==> src/rtl/udp_pkt_rx.sv <==
// udp_pkt_rx: GMII byte receiver that filters IPv4/UDP frames addressed to us,
// streams the UDP payload and reports an FCS/length/error verdict per frame.
module udp_pkt_rx #(
    parameter logic [47:0] MY_MAC  = 48'h0C54A5312485,
    parameter logic [31:0] MY_IP   = 32'h0A000002,
    parameter logic [15:0] MY_PORT = 16'hC360
) (
    input  logic        clk,
    input  logic        rst_n,
    input  logic [7:0]  i_data,
    input  logic        i_dv,
    input  logic        i_er,
    output logic [7:0]  o_data,
    output logic        o_valid,
    output logic        o_sop,
    output logic        o_last,
    output logic        o_done,
    output logic        o_ok,
    output logic [15:0] o_len,
    output logic [31:0] o_src_ip,
    output logic [15:0] o_src_port,
    output logic [15:0] o_good_cnt,
    output logic [15:0] o_bad_cnt,
    output logic [15:0] o_drop_cnt
);
    typedef enum logic [3:0] {
        IDLE, PRE, DST_MAC, SRC_MAC, ETYPE, IP_HDR, UDP_HDR, PAYLOAD, TRAIL, DROP_WAIT
    } state_t;
    state_t state, state_n;
    logic [15:0] cnt, csum, csum_n, word;
    logic [16:0] s17;
    logic [39:0] sh;
    logic [31:0] crc, crc_n;
    logic err, in_frm, hdr_tail, rej, done, drop, ok, pay_v;

    function automatic logic [31:0] crc_byte(input logic [31:0] c, input logic [7:0] d);
        logic [31:0] r;
        r = c;
        for (int i = 0; i < 8; i++) r = (r[0] ^ d[i]) ? (r >> 1) ^ 32'hEDB88320 : r >> 1;
        return r;
    endfunction

    always_comb begin
        word     = {sh[7:0], i_data};
        s17      = {1'b0, csum} + {1'b0, word};
        csum_n   = s17[15:0] + {15'd0, s17[16]};
        crc_n    = crc_byte(crc, i_data);
        in_frm   = state inside {DST_MAC, SRC_MAC, ETYPE, IP_HDR, UDP_HDR, PAYLOAD, TRAIL};
        hdr_tail = state inside {IP_HDR, UDP_HDR};
        pay_v    = i_dv && state == PAYLOAD;
        ok       = crc == 32'hDEBB20E3 && state == TRAIL && cnt >= 16'd4 && !err;
        state_n  = state;
        rej      = 1'b0;
        done     = 1'b0;
        drop     = 1'b0;
        if (!i_dv) begin
            state_n = IDLE;
            done    = in_frm && !hdr_tail;
            drop    = hdr_tail;
        end else begin
            case (state)
                IDLE:    state_n = (i_data == 8'h55) ? PRE : DROP_WAIT;
                PRE:     state_n = (i_data == 8'hD5) ? DST_MAC :
                                   (i_data == 8'h55 && cnt != 16'd6) ? PRE : DROP_WAIT;
                DST_MAC: if (cnt == 16'd5) begin
                    rej     = {sh, i_data} != MY_MAC && {sh, i_data} != '1;
                    state_n = SRC_MAC;
                end
                SRC_MAC: if (cnt == 16'd5) state_n = ETYPE;
                ETYPE:   if (cnt == 16'd1) begin
                    rej     = word != 16'h0800;
                    state_n = IP_HDR;
                end
                IP_HDR: begin
                    rej = (cnt == 16'd0 && i_data != 8'h45) ||
                          (cnt == 16'd7 && word[13:0] != 14'd0) ||
                          (cnt == 16'd9 && i_data != 8'd17) ||
                          (cnt == 16'd19 && ({sh[23:0], i_data} != MY_IP || csum_n != 16'hFFFF));
                    if (cnt == 16'd19) state_n = UDP_HDR;
                end
                UDP_HDR: begin
                    rej = (cnt == 16'd3 && word != MY_PORT) || (cnt == 16'd5 && word < 16'd8);
                    if (cnt == 16'd7) state_n = (o_len == 16'd0) ? TRAIL : PAYLOAD;
                end
                PAYLOAD: if (cnt == o_len - 16'd1) state_n = TRAIL;
                default: ;
            endcase
            if (rej) begin
                state_n = DROP_WAIT;
                drop    = 1'b1;
            end
        end
    end

    always_ff @(posedge clk or negedge rst_n) begin
        if (!rst_n) begin
            state      <= IDLE;
            cnt        <= 16'd0;
            sh         <= 40'd0;
            csum       <= 16'd0;
            crc        <= 32'd0;
            err        <= 1'b0;
            o_data     <= 8'd0;
            o_valid    <= 1'b0;
            o_sop      <= 1'b0;
            o_last     <= 1'b0;
            o_done     <= 1'b0;
            o_ok       <= 1'b0;
            o_len      <= 16'd0;
            o_src_ip   <= 32'd0;
            o_src_port <= 16'd0;
            o_good_cnt <= 16'd0;
            o_bad_cnt  <= 16'd0;
            o_drop_cnt <= 16'd0;
        end else begin
            state   <= state_n;
            cnt     <= (state_n != state) ? 16'd0 : cnt + {15'd0, ~&cnt};
            sh      <= {sh[31:0], i_data};
            csum    <= (state == IP_HDR) ? (cnt[0] ? csum_n : csum) : 16'd0;
            crc     <= (state == PRE) ? '1 : (in_frm && i_dv) ? crc_n : crc;
            err     <= (state == PRE) ? 1'b0 : err | (in_frm & i_dv & i_er);
            o_data  <= pay_v ? i_data : 8'd0;
            o_valid <= pay_v;
            o_sop   <= pay_v && cnt == 16'd0;
            o_last  <= pay_v && cnt == o_len - 16'd1;
            o_done  <= done;
            o_ok    <= done && ok;
            if (i_dv && state == IP_HDR && cnt == 16'd15) o_src_ip <= {sh[23:0], i_data};
            if (i_dv && state == UDP_HDR && cnt == 16'd1) o_src_port <= word;
            if (i_dv && state == UDP_HDR && cnt == 16'd5 && word >= 16'd8) o_len <= word - 16'd8;
            o_good_cnt <= o_good_cnt + {15'd0, done && ok};
            o_bad_cnt  <= o_bad_cnt + {15'd0, done && !ok};
            o_drop_cnt <= o_drop_cnt + {15'd0, drop};
        end
    end
endmodule

==> config.mk <==
export PLATFORM = sky130hd
export DESIGN_NAME = udp_pkt_rx
export DESIGN_NICKNAME = d
export VERILOG_FILES = /design/src/rtl/udp_pkt_rx.sv
export SDC_FILE = /design/constraint.sdc
export NUM_CORES = 1
export LEC_CHECK = 0
export ABC_AREA = 0
export CAP_MARGIN = 20
export CORE_UTILIZATION = 55
export CTS_BUF_LIST = sky130_fd_sc_hd__clkbuf_2 sky130_fd_sc_hd__clkbuf_4 sky130_fd_sc_hd__clkbuf_8
export DETAILED_ROUTE_END_ITERATION = 10
export DONT_BUFFER_PORTS = 1
export PLACE_DENSITY = 0.7
export SLEW_MARGIN = 20
export SYNTH_ARGS = -nofsm -noshare
export SYNTH_HDL_FRONTEND = slang
export SYNTH_SLANG_ARGS = --single-unit
export TNS_END_PERCENT = 10
==> constraint.sdc <==
create_clock -name clk -period 16.2 [get_ports clk]
set_input_delay 3.24 -clock clk [delete_from_list [all_inputs] [get_ports clk]]
set_output_delay 3.24 -clock clk [all_outputs]
set_load 0.005 [all_outputs]
==> results of run 1 <==
==> cells by family after synthesis <==
| group | synth area share |
|---|---|
| adders and majority gates | 0.0304 |
| AOI/OAI and AO/OA | 0.0952 |
| xor gates and xnor gates | 0.128 |
| and+or+nand+nor | 0.203 |
| buffers and inverters | 0.0285 |
| muxes | 0.0510 |
| DFF | 0.464 |
==> area by class of cell <==
class / count / area, sq um / share of cell area
sequential: 234 / 5860 / 0.431
inverter: 21 / 78.8 / 0.00580
timing repair buffer: 4 / 30.0 / 0.00221
clock buffer: 62 / 759 / 0.0559
multi-input combinational: 909 / 6420 / 0.472
clock inverter: 8 / 97.6 / 0.00718
tap: 285 / 357 / 0.0262
==> worst paths after layout <==
| kind | slack [ns] | from | cells past startpoint | endpoint |
|---|---|---|---|---|
| setup reg to reg | 10.02 | sh[3] | 26 | o_drop_cnt[14] |
| setup / recovery | 7.85 | i_data[5] | 26 | o_drop_cnt[14] |
| hold / removal | 0.38 | sh[26] | 0 | sh[34] |
| max in group asynchronous | 13.41 | rst_n | 0 | o_len[10] |
| min in group asynchronous | 2.42 | rst_n | 0 | o_drop_cnt[15] |
| hold reg to reg | 0.38 | sh[26] | 0 | sh[34] |
==> per-stage QoR <==
step / utilization / cell area (sq um) / cells / worst slack (ns) / power [mW]
after detailed placement: 0.564 / 12700 / 1453 / 7.32 / 1.20
after CTS: 0.602 / 13600 / 1523 / 7.87 / 1.77
after floorplan: - / 12600 / 1227 / 7.92 / 1.11
after global routing: 0.602 / 13600 / 1523 / 7.45 / 1.86
final: 0.602 / 13600 / 1523 / 7.85 / 1.76
after global placement: 0.564 / 12700 / 1453 / 7.51 / 1.19
==> registers in the layout, summed over array words and instances, names as in the netlist <==
signal      cells
o_last          1
csum           16
o_done          1
crc            32
o_src_ip       32
o_len          16
o_ok            1
sh             40
o_bad_cnt      16
o_sop           1
o_data          8
err             1
o_drop_cnt     16
cnt            16
state           4
o_valid         1
o_src_port     16
o_good_cnt     16
==> per-layer routing <==
layer | wire [um] | part of all wire
met1 | 13700 | 0.44
met2 | 14700 | 0.47
met3 | 2180 | 0.069
met4 | 772 | 0.025
met5 | 0 | 0
==> synthesized netlist by cell type (all sizes together) (22+ instances only) <==
cell	instances
xor2	62
nand3	44
nand2	92
and3	22
clkbuf	50
mux2	50
nand4	38
nor2	72
xnor2	121
nor4	42
o21ai	44
nor3	56
ha	29
a21oi	51
dfrtp	234
==> power by group <==
group / switching, mW / internal [mW]
sequential: 0.0673 / 0.642
clock: 0.234 / 0.330
combinational: 0.257 / 0.227
==> critical path, stage by stage <==
cell	delay (ns)
ha_1	0.38
a21o_1	0.24
a211oi_1	0.29
a21oi_1	0.20
nand2b_1	0.20
o21a_1	0.17
o21a_1	0.16
o21ai_0	0.17
nand2b_1	0.08
ha_1	0.23
ha_1	0.31
nand3_1	0.08
nor3_1	0.16
or4b_1	0.44
or4_1	0.39
or3_1	0.32
nand4bb_4	0.24
o21ai_1	0.26
nand2b_1	0.13
o31a_1	0.13
ha_1	0.22
ha_1	0.23
nand3_1	0.13
or2_2	0.16
nor2_1	0.05
xor2_1	0.14
==> flow_metrics.env, run 1 <==
export IMPL_place_hpwl_mm=21.6
export IMPL_leakage_nw=5.69
export IMPL_syn_nets=1269
export IMPL_drc_errors=0
export IMPL_final_nets=1251
export IMPL_numCtsBuffers=39
export IMPL_ys_warn_count=0
export IMPL_cts_repair_resized=0
export IMPL_grt_start_max_net_pins=235
export IMPL_skew_ns=0.0321
export IMPL_worstSetupPathType="input pin to flop"
export IMPL_io_pins=137
export IMPL_avgSynthCellArea_sq_um=10.3
export IMPL_timing_fmax_ghz=0.120
export IMPL_grt_pass1_vias=9253
export IMPL_drive_gt1_frac=0.130
export IMPL_slew_violations=0
export IMPL_synthCells=1227
export IMPL_mostFrequentLayoutCells="234 x dfrtp_1, 120 x xnor2_1, 91 x nand2_1"
export IMPL_grt_first_pass_wirelength_mm=50.4
export IMPL_required_ns=16.61
export IMPL_first_pass_iters=5
export IMPL_met2_usage=0.440
export IMPL_period_share=0.515
export IMPL_final_common_cell="dfrtp_1"
export IMPL_postCtsSetupRepairBufs=0
export IMPL_powerDensity_nw_per_um2=129
export IMPL_rsz0062_at_grt="false"
export IMPL_slew_headroom=0.293
export IMPL_yosys_cell_types_count=75
export IMPL_synth_top_cell_area_share=0.464
export IMPL_status="completed"
export IMPL_dieArea_sq_um=23500
export IMPL_area_delta_synth_final_pct=7.83
export IMPL_worstSetupStartpointType="input pin"
export IMPL_start_util=0.559
export IMPL_grt_use_met3=0.0615
export IMPL_placement_io_buffers=0
export IMPL_grt_busiest_layer="met2"
export IMPL_hold_viol_final=0
export IMPL_yosysSeqAreaShare=0.464
export IMPL_setup_violations=0
export IMPL_gp_congestion=0.965
export IMPL_hold_path_class="flop to flop"
export IMPL_cts_tree="built"
export IMPL_whs_ns=0.381
export IMPL_diodes=0
export IMPL_via_per_inst=6.23
export IMPL_fp_row_count=55
export IMPL_path_max_fanout=13
export IMPL_clk_latency_ns=0.54
export IMPL_synth_area_leaders="dfrtp_1 46%, xnor2_1 8.3%, mux2_2 4.5%"
export IMPL_core_area_sq_um=22600
export IMPL_met1_usage=0.354
export IMPL_synth_top_area_cell="dfrtp_1"
export IMPL_synth_edff_count=0
export IMPL_tightest_slew_ns=1.05
export IMPL_setup_tns_ns=0
export IMPL_wl_per_cell_um=20.6
export IMPL_antenna_left=0
export IMPL_syn_cell_area_sq_um=12600
export IMPL_die_width_um=153
export IMPL_clk_pin_slew_ns=0.06
export IMPL_grt_total_usage=0.269
export IMPL_synthFlopType="dfrtp_1"
export IMPL_drt_total_wl_mm=31.3
export IMPL_finalCriticalPeriod_ns=8.35
export IMPL_die_y_um=153
export IMPL_synth_seq_cells=234
export IMPL_first_iter_violations=643
export IMPL_peakVddDrop_mv=0.0894
export IMPL_vias=9490
export IMPL_cts_max_path_buffers=3
export IMPL_fill_cells=1876
export IMPL_cp_arrival_ns=8.75
export IMPL_max_cap_violations=0
export IMPL_cts_sinks=234
export IMPL_cts_root_buffer="clkbuf_8"
export IMPL_gr_total_overflow=0
export IMPL_async_flop_share=1.00
export IMPL_critPathCaptureType="flop"
export IMPL_cts_max_level=2
export IMPL_cts_hold_buffers_added=0
export IMPL_antenna_found_initial=0
(Power assumes the default switching activity.)
==> run 2, diff against run 1 <==
==> constraint.sdc (replaced) <==
create_clock -name clk -period 8.15 [get_ports clk]
set_input_delay 1.63 -clock clk [delete_from_list [all_inputs] [get_ports clk]]
set_output_delay 1.63 -clock clk [all_outputs]
set_load 0.005 [all_outputs]
==> flow_metrics.env, run 2 (synthesis gave the netlist of run 1 again) <==
export IMPL_hold_viol_final=0
export IMPL_clk_pin_slew_ns=0.06
export IMPL_slew_headroom=0.305
export IMPL_whs_ns=0.377
export IMPL_final_common_cell="dfrtp_1"
export IMPL_ff2ff_setup_slack_ns=1.96
export IMPL_met2_usage=0.442
export IMPL_leakage_nw=5.65
export IMPL_path_max_fanout=13
export IMPL_grt_pass1_vias=9294
export IMPL_first_iter_violations=872
export IMPL_largest_reg_flops=40
export IMPL_utilization=0.599
export IMPL_post_place_ws_ns=0.841
export IMPL_grt_busiest_layer="met2"
export IMPL_register_area_sq_um=5860
export IMPL_reg2reg_depth=26
export IMPL_grt_total_usage=0.270
export IMPL_cts_max_level=2
export IMPL_postCtsSetupRepairBufs=0
export IMPL_timing_final_ws_setup_ns=1.35
export IMPL_fp_row_count=55
export IMPL_grt_first_pass_wirelength_mm=50.6
export IMPL_tightest_slew_ns=1.03
export IMPL_cts_hold_buffers_added=0
export IMPL_numCtsBuffers=40
export IMPL_placement_io_buffers=0
export IMPL_cts_sinks=234
export IMPL_via_per_inst=6.21
export IMPL_place_hpwl_mm=21.7
export IMPL_met1_usage=0.358
export IMPL_required_ns=8.57
export IMPL_start_util=0.559
export IMPL_period_share=0.835
export IMPL_clk_latency_ns=0.54
export IMPL_rsz0062_at_grt="false"
export IMPL_first_pass_iters=5
export IMPL_cp_arrival_ns=7.23
export IMPL_critPathCaptureType="flop"
export IMPL_peakVddDrop_mv=0.160
export IMPL_multiInputGateArea_sq_um=6420
export IMPL_drive_gt1_frac=0.128
export IMPL_io_pins=137
export IMPL_vias=9433
export IMPL_diodes=0
export IMPL_gp_congestion=0.970
export IMPL_powerDensity_nw_per_um2=252
export IMPL_max_cap_violations=0
export IMPL_top_register="sh"
export IMPL_grt_start_max_net_pins=235
export IMPL_dieArea_sq_um=23500
export IMPL_setup_tns_ns=0
export IMPL_skew_ns=0.0279
export IMPL_hold_path_class="flop to flop"
export IMPL_cts_max_path_buffers=3
export IMPL_timing_fmax_ghz=0.147
export IMPL_finalCriticalPeriod_ns=6.80
export IMPL_cts_repair_resized=0
export IMPL_drt_total_wl_mm=31.3
export IMPL_mostFrequentLayoutCells="234 x dfrtp_1, 120 x xnor2_1, 91 x nand2_1"
export IMPL_wl_per_cell_um=20.6
export IMPL_worstSetupPathType="input pin to flop"
export IMPL_setup_violations=0
export IMPL_crit_end="o_drop_cnt[14]"
export IMPL_cts_tree="built"
export IMPL_area_delta_synth_final_pct=7.27
export IMPL_r2r_start="sh[3]"
export IMPL_die_y_um=153
export IMPL_final_nets=1252
export IMPL_dpl_cell_count=1453
export IMPL_stdcell_count=1520
export IMPL_worstSetupStartpointType="input pin"
export IMPL_cts_root_buffer="clkbuf_8"
export IMPL_status="completed"
export IMPL_r2r_end="o_drop_cnt[14]"
export IMPL_slew_violations=0
export IMPL_die_width_um=153
export IMPL_gr_total_overflow=0
export IMPL_antenna_found_initial=0
export IMPL_core_area_sq_um=22600
export IMPL_reg_largest_list="sh x40, crc x32, o_src_ip x32"
export IMPL_fill_cells=1921
export IMPL_drc_errors=0
export IMPL_antenna_left=0
export IMPL_grt_use_met3=0.0615
export IMPL_crit_path_start="i_data[5]"
==> run 2: cell types whose count changed in the layout (fill, tap and decap cells not counted) <==
cell	delta
clkinvlp_4	+1
clkbuf_4	-3
clkinv_2	+1
bufinv_16	-2
==> run 2: metrics by stage <==
| stage | power, mW | instance area [sq um] |
|---|---|---|
| floorplan | 2.21 | 12600 |
| global placement | 2.37 | 12700 |
| detailed placement | 2.38 | 12700 |
| CTS | 3.43 | 13500 |
| global route | 3.60 | 13500 |
| finish | 3.41 | 13500 |
==> run 2: where the power goes <==
part | switching [mW] | internal (mW) | total, mW
logic | 0.518 | 0.451 | 0.968
registers | 0.136 | 1.28 | 1.41
clock network | 0.456 | 0.577 | 1.03
==> run 2: worst min-delay path by stage <==
stage | startpoint | to | slack (ns) | cells past startpoint
finish | sh[26] | sh[34] | 0.38 | 0
global route | sh[26] | sh[34] | 0.38 | 0
CTS | sh[26] | sh[34] | 0.38 | 0
detailed placement | sh[26] | sh[34] | 0.36 | 0
global placement | sh[30] | sh[38] | 0.36 | 0
floorplan | sh[28] | sh[36] | 0.35 | 0
==> run 2: area by class of cell <==
class / instances / share of cell area
Clock buffer: 59 / 0.0545
Timing Repair Buffer: 4 / 0.00222
Inverter: 21 / 0.00583
Tap cell: 285 / 0.0264
Sequential cell: 234 / 0.433
Multi-Input combinational cell: 909 / 0.474
Clock inverter: 8 / 0.00370
==> run 2: worst max-delay path, cell delays in order <==
cell	delay (ns)
ha_1	0.38
a21o_1	0.24
a211oi_1	0.30
a21oi_1	0.20
nand2b_1	0.21
o21a_1	0.17
o21a_1	0.16
o21ai_0	0.18
nand2b_1	0.09
ha_1	0.23
ha_1	0.30
nand3_1	0.07
nor3_1	0.17
or4b_1	0.45
or4_1	0.40
or3_1	0.32
nand4bb_4	0.24
o21ai_1	0.27
nand2b_1	0.13
o31a_1	0.15
ha_1	0.22
ha_1	0.23
nand3_1	0.13
or2_2	0.16
nor2_1	0.05
xor2_1	0.13
==> run 2: routing by layer <==
layer / share of wire / wire, um
met5: 0 / 0
met4: 0.019 / 605
met3: 0.071 / 2230
met2: 0.48 / 15000
met1: 0.43 / 13500
==> run 3, diff against run 2 <==
--- a/config.mk
+++ b/config.mk
@@ -11,7 +11,7 @@
 export CTS_BUF_LIST = sky130_fd_sc_hd__clkbuf_2 sky130_fd_sc_hd__clkbuf_4 sky130_fd_sc_hd__clkbuf_8
 export DETAILED_ROUTE_END_ITERATION = 10
 export DONT_BUFFER_PORTS = 1
-export PLACE_DENSITY = 0.7
+export PLACE_DENSITY = 0.73
 export SLEW_MARGIN = 20
 export SYNTH_ARGS = -nofsm -noshare
 export SYNTH_HDL_FRONTEND = slang
==> constraint.sdc (replaced) <==
create_clock -name clk -period 6 [get_ports clk]
set_input_delay 1.2 -clock clk [delete_from_list [all_inputs] [get_ports clk]]
set_output_delay 1.2 -clock clk [all_outputs]
set_load 0.005 [all_outputs]
==> flow_metrics.env, run 3 (synthesis gave the netlist of run 1 again) <==
export IMPL_total_power_mw=4.67
export IMPL_worstSetupStartpointType="input pin"
export IMPL_largest_reg_flops=40
export IMPL_ff2ff_setup_slack_ns=0.43
export IMPL_hold_viol_final=0
export IMPL_grt_start_max_net_pins=235
export IMPL_grt_first_pass_wirelength_mm=50.8
export IMPL_cts_max_path_buffers=3
export IMPL_die_width_um=153
export IMPL_drt_total_wl_mm=31.7
export IMPL_first_iter_violations=906
export IMPL_cts_sinks=234
export IMPL_stdcell_count=1553
export IMPL_cts_max_level=2
export IMPL_setup_violations=0
export IMPL_core_area_sq_um=22600
export IMPL_gp_congestion=0.949
export IMPL_fp_row_count=55
export IMPL_post_place_ws_ns=-0.196
export IMPL_final_nets=1287
export IMPL_start_util=0.559
export IMPL_io_pins=137
export IMPL_dieArea_sq_um=23500
export IMPL_leakage_nw=5.85
export IMPL_period_share=0.939
export IMPL_required_ns=6.39
export IMPL_cts_root_buffer="clkbuf_8"
export IMPL_gr_total_overflow=0
export IMPL_cts_tree="built"
export IMPL_clk_pin_slew_ns=0.06
export IMPL_grt_pass1_vias=9454
export IMPL_vias=9609
export IMPL_drc_errors=0
export IMPL_slew_headroom=0.313
export IMPL_dpl_cell_area_sq_um=13100
export IMPL_first_pass_iters=5
export IMPL_antenna_left=0
export IMPL_powerDensity_nw_per_um2=337
export IMPL_path_max_fanout=14
export IMPL_skew_ns=0.0307
export IMPL_antenna_found_initial=0
export IMPL_area_delta_synth_final_pct=9.99
export IMPL_clk_latency_ns=0.54
export IMPL_status="completed"
export IMPL_postLayoutCellArea_sq_um=13900
export IMPL_placement_io_buffers=0
export IMPL_worstSetupPathType="input pin to flop"
export IMPL_crit_buf_inv=1
export IMPL_cp_top_family="simple AND/OR/NAND/NOR gates"
export IMPL_slowest_stage="or4b_1"
export IMPL_timing_fmax_ghz=0.177
export IMPL_die_y_um=153
export IMPL_final_common_cell="dfrtp_1"
export IMPL_top_register="sh"
export IMPL_cts_hold_buffers_added=0
export IMPL_max_cap_violations=0
export IMPL_via_per_inst=6.19
export IMPL_slew_violations=0
export IMPL_postCtsSetupRepairBufs=0
export IMPL_critPathCaptureType="flop"
export IMPL_mostFrequentLayoutCells="234 x dfrtp_1, 120 x xnor2_1, 91 x nand2_1"
export IMPL_hold_path_class="input pin to async pin"
export IMPL_cts_repair_resized=0
export IMPL_top_layer_used="met4"
export IMPL_grt_total_usage=0.272
export IMPL_place_hpwl_mm=22.3
export IMPL_wl_per_cell_um=20.4
export IMPL_slowest_delay_ns=0.43
export IMPL_peakVddDrop_mv=0.249
export IMPL_cp_arrival_ns=6.03
export IMPL_dpl_cell_count=1489
export IMPL_drive_gt1_frac=0.157
export IMPL_rsz0062_at_grt="false"
export IMPL_route_met2_wl_mm=14.7
export IMPL_numCtsBuffers=39
export IMPL_met1Wirelength_mm=13.6
export IMPL_met3WireLength_mm=2.47
export IMPL_tightest_slew_ns=1.02
export IMPL_timing_final_ws_setup_ns=0.365
export IMPL_diodes=0
export IMPL_finalCriticalPeriod_ns=5.64
export IMPL_reg_largest_list="sh x40, crc x32, o_src_ip x32"
run 3: changes by cell type in the layout (fill, tap and decap cells not counted), sizes merged:
cell,delta
buf,+36
clkinvlp,-3
bufinv,+1
clkbuf,-1
clkinv,-1
inv,+1
run 3: worst register-to-register path: stages (launching register included):
cell	delay [ns]
dfrtp_1	0.43
ha_1	0.43
a21oi_1	0.23
o21ai_0	0.26
nand2_1	0.17
nand2b_1	0.10
o21a_1	0.18
o21a_1	0.17
o21ai_1	0.11
nand2b_1	0.08
ha_1	0.22
ha_1	0.31
nand3_1	0.09
nor3_2	0.15
or4b_1	0.43
or4_1	0.39
or3_1	0.31
nand4bb_4	0.22
o21ai_2	0.16
nand2b_1	0.09
o31a_1	0.12
ha_1	0.21
ha_2	0.19
nand3_2	0.06
or2_2	0.13
nor2_1	0.05
xor2_1	0.14
run 3: final timing paths:
kind	endpoint	from	cells after the start
hold reg to reg	sh[34]	sh[26]	0
max in group asynchronous	sh[5]	rst_n	0
setup / recovery	o_drop_cnt[14]	i_data[0]	28
setup reg to reg	o_drop_cnt[14]	sh[3]	26
min in group clk	sh[34]	sh[26]	0
hold / removal	o_good_cnt[13]	rst_n	0
run 3: report_power, final:
group | switching [mW] | internal [mW]
logic | 0.696 | 0.626
clock network | 0.619 | 0.817
registers | 0.181 | 1.73
total | 1.50 | 3.18
run 3: metal layers:
metal  track usage  vias to the layer above
li1              -                     4447
met1         0.364                     4687
met2         0.435                      404
met3        0.0612                       71
met4        0.0962                        0
met5             0                        -
run 3: area by class of cell:
cell class | count | area [sq um]
Fill cell | 1877 | 8700
Multi-Input combinational cell | 909 | 6460
Sequential cell | 234 | 5860
Clock buffer | 58 | 729
Tap cell | 285 | 357
Timing Repair Buffer | 40 | 325
Inverter | 21 | 78.8
Clock inverter | 6 | 61.3
run 3: metrics by stage:
| step | hold WS, ns | util | TNS [ns] |
|---|---|---|---|
| finish | 0.366 | 0.614 | 0 |
| global route | 0.340 | 0.614 | 0 |
| detailed placement | 0.368 | 0.578 | -1.99 |
| CTS | 0.341 | 0.613 | 0 |
| global placement | 0.361 | 0.578 | -0.262 |
| floorplan | 0.353 | - | 0 |
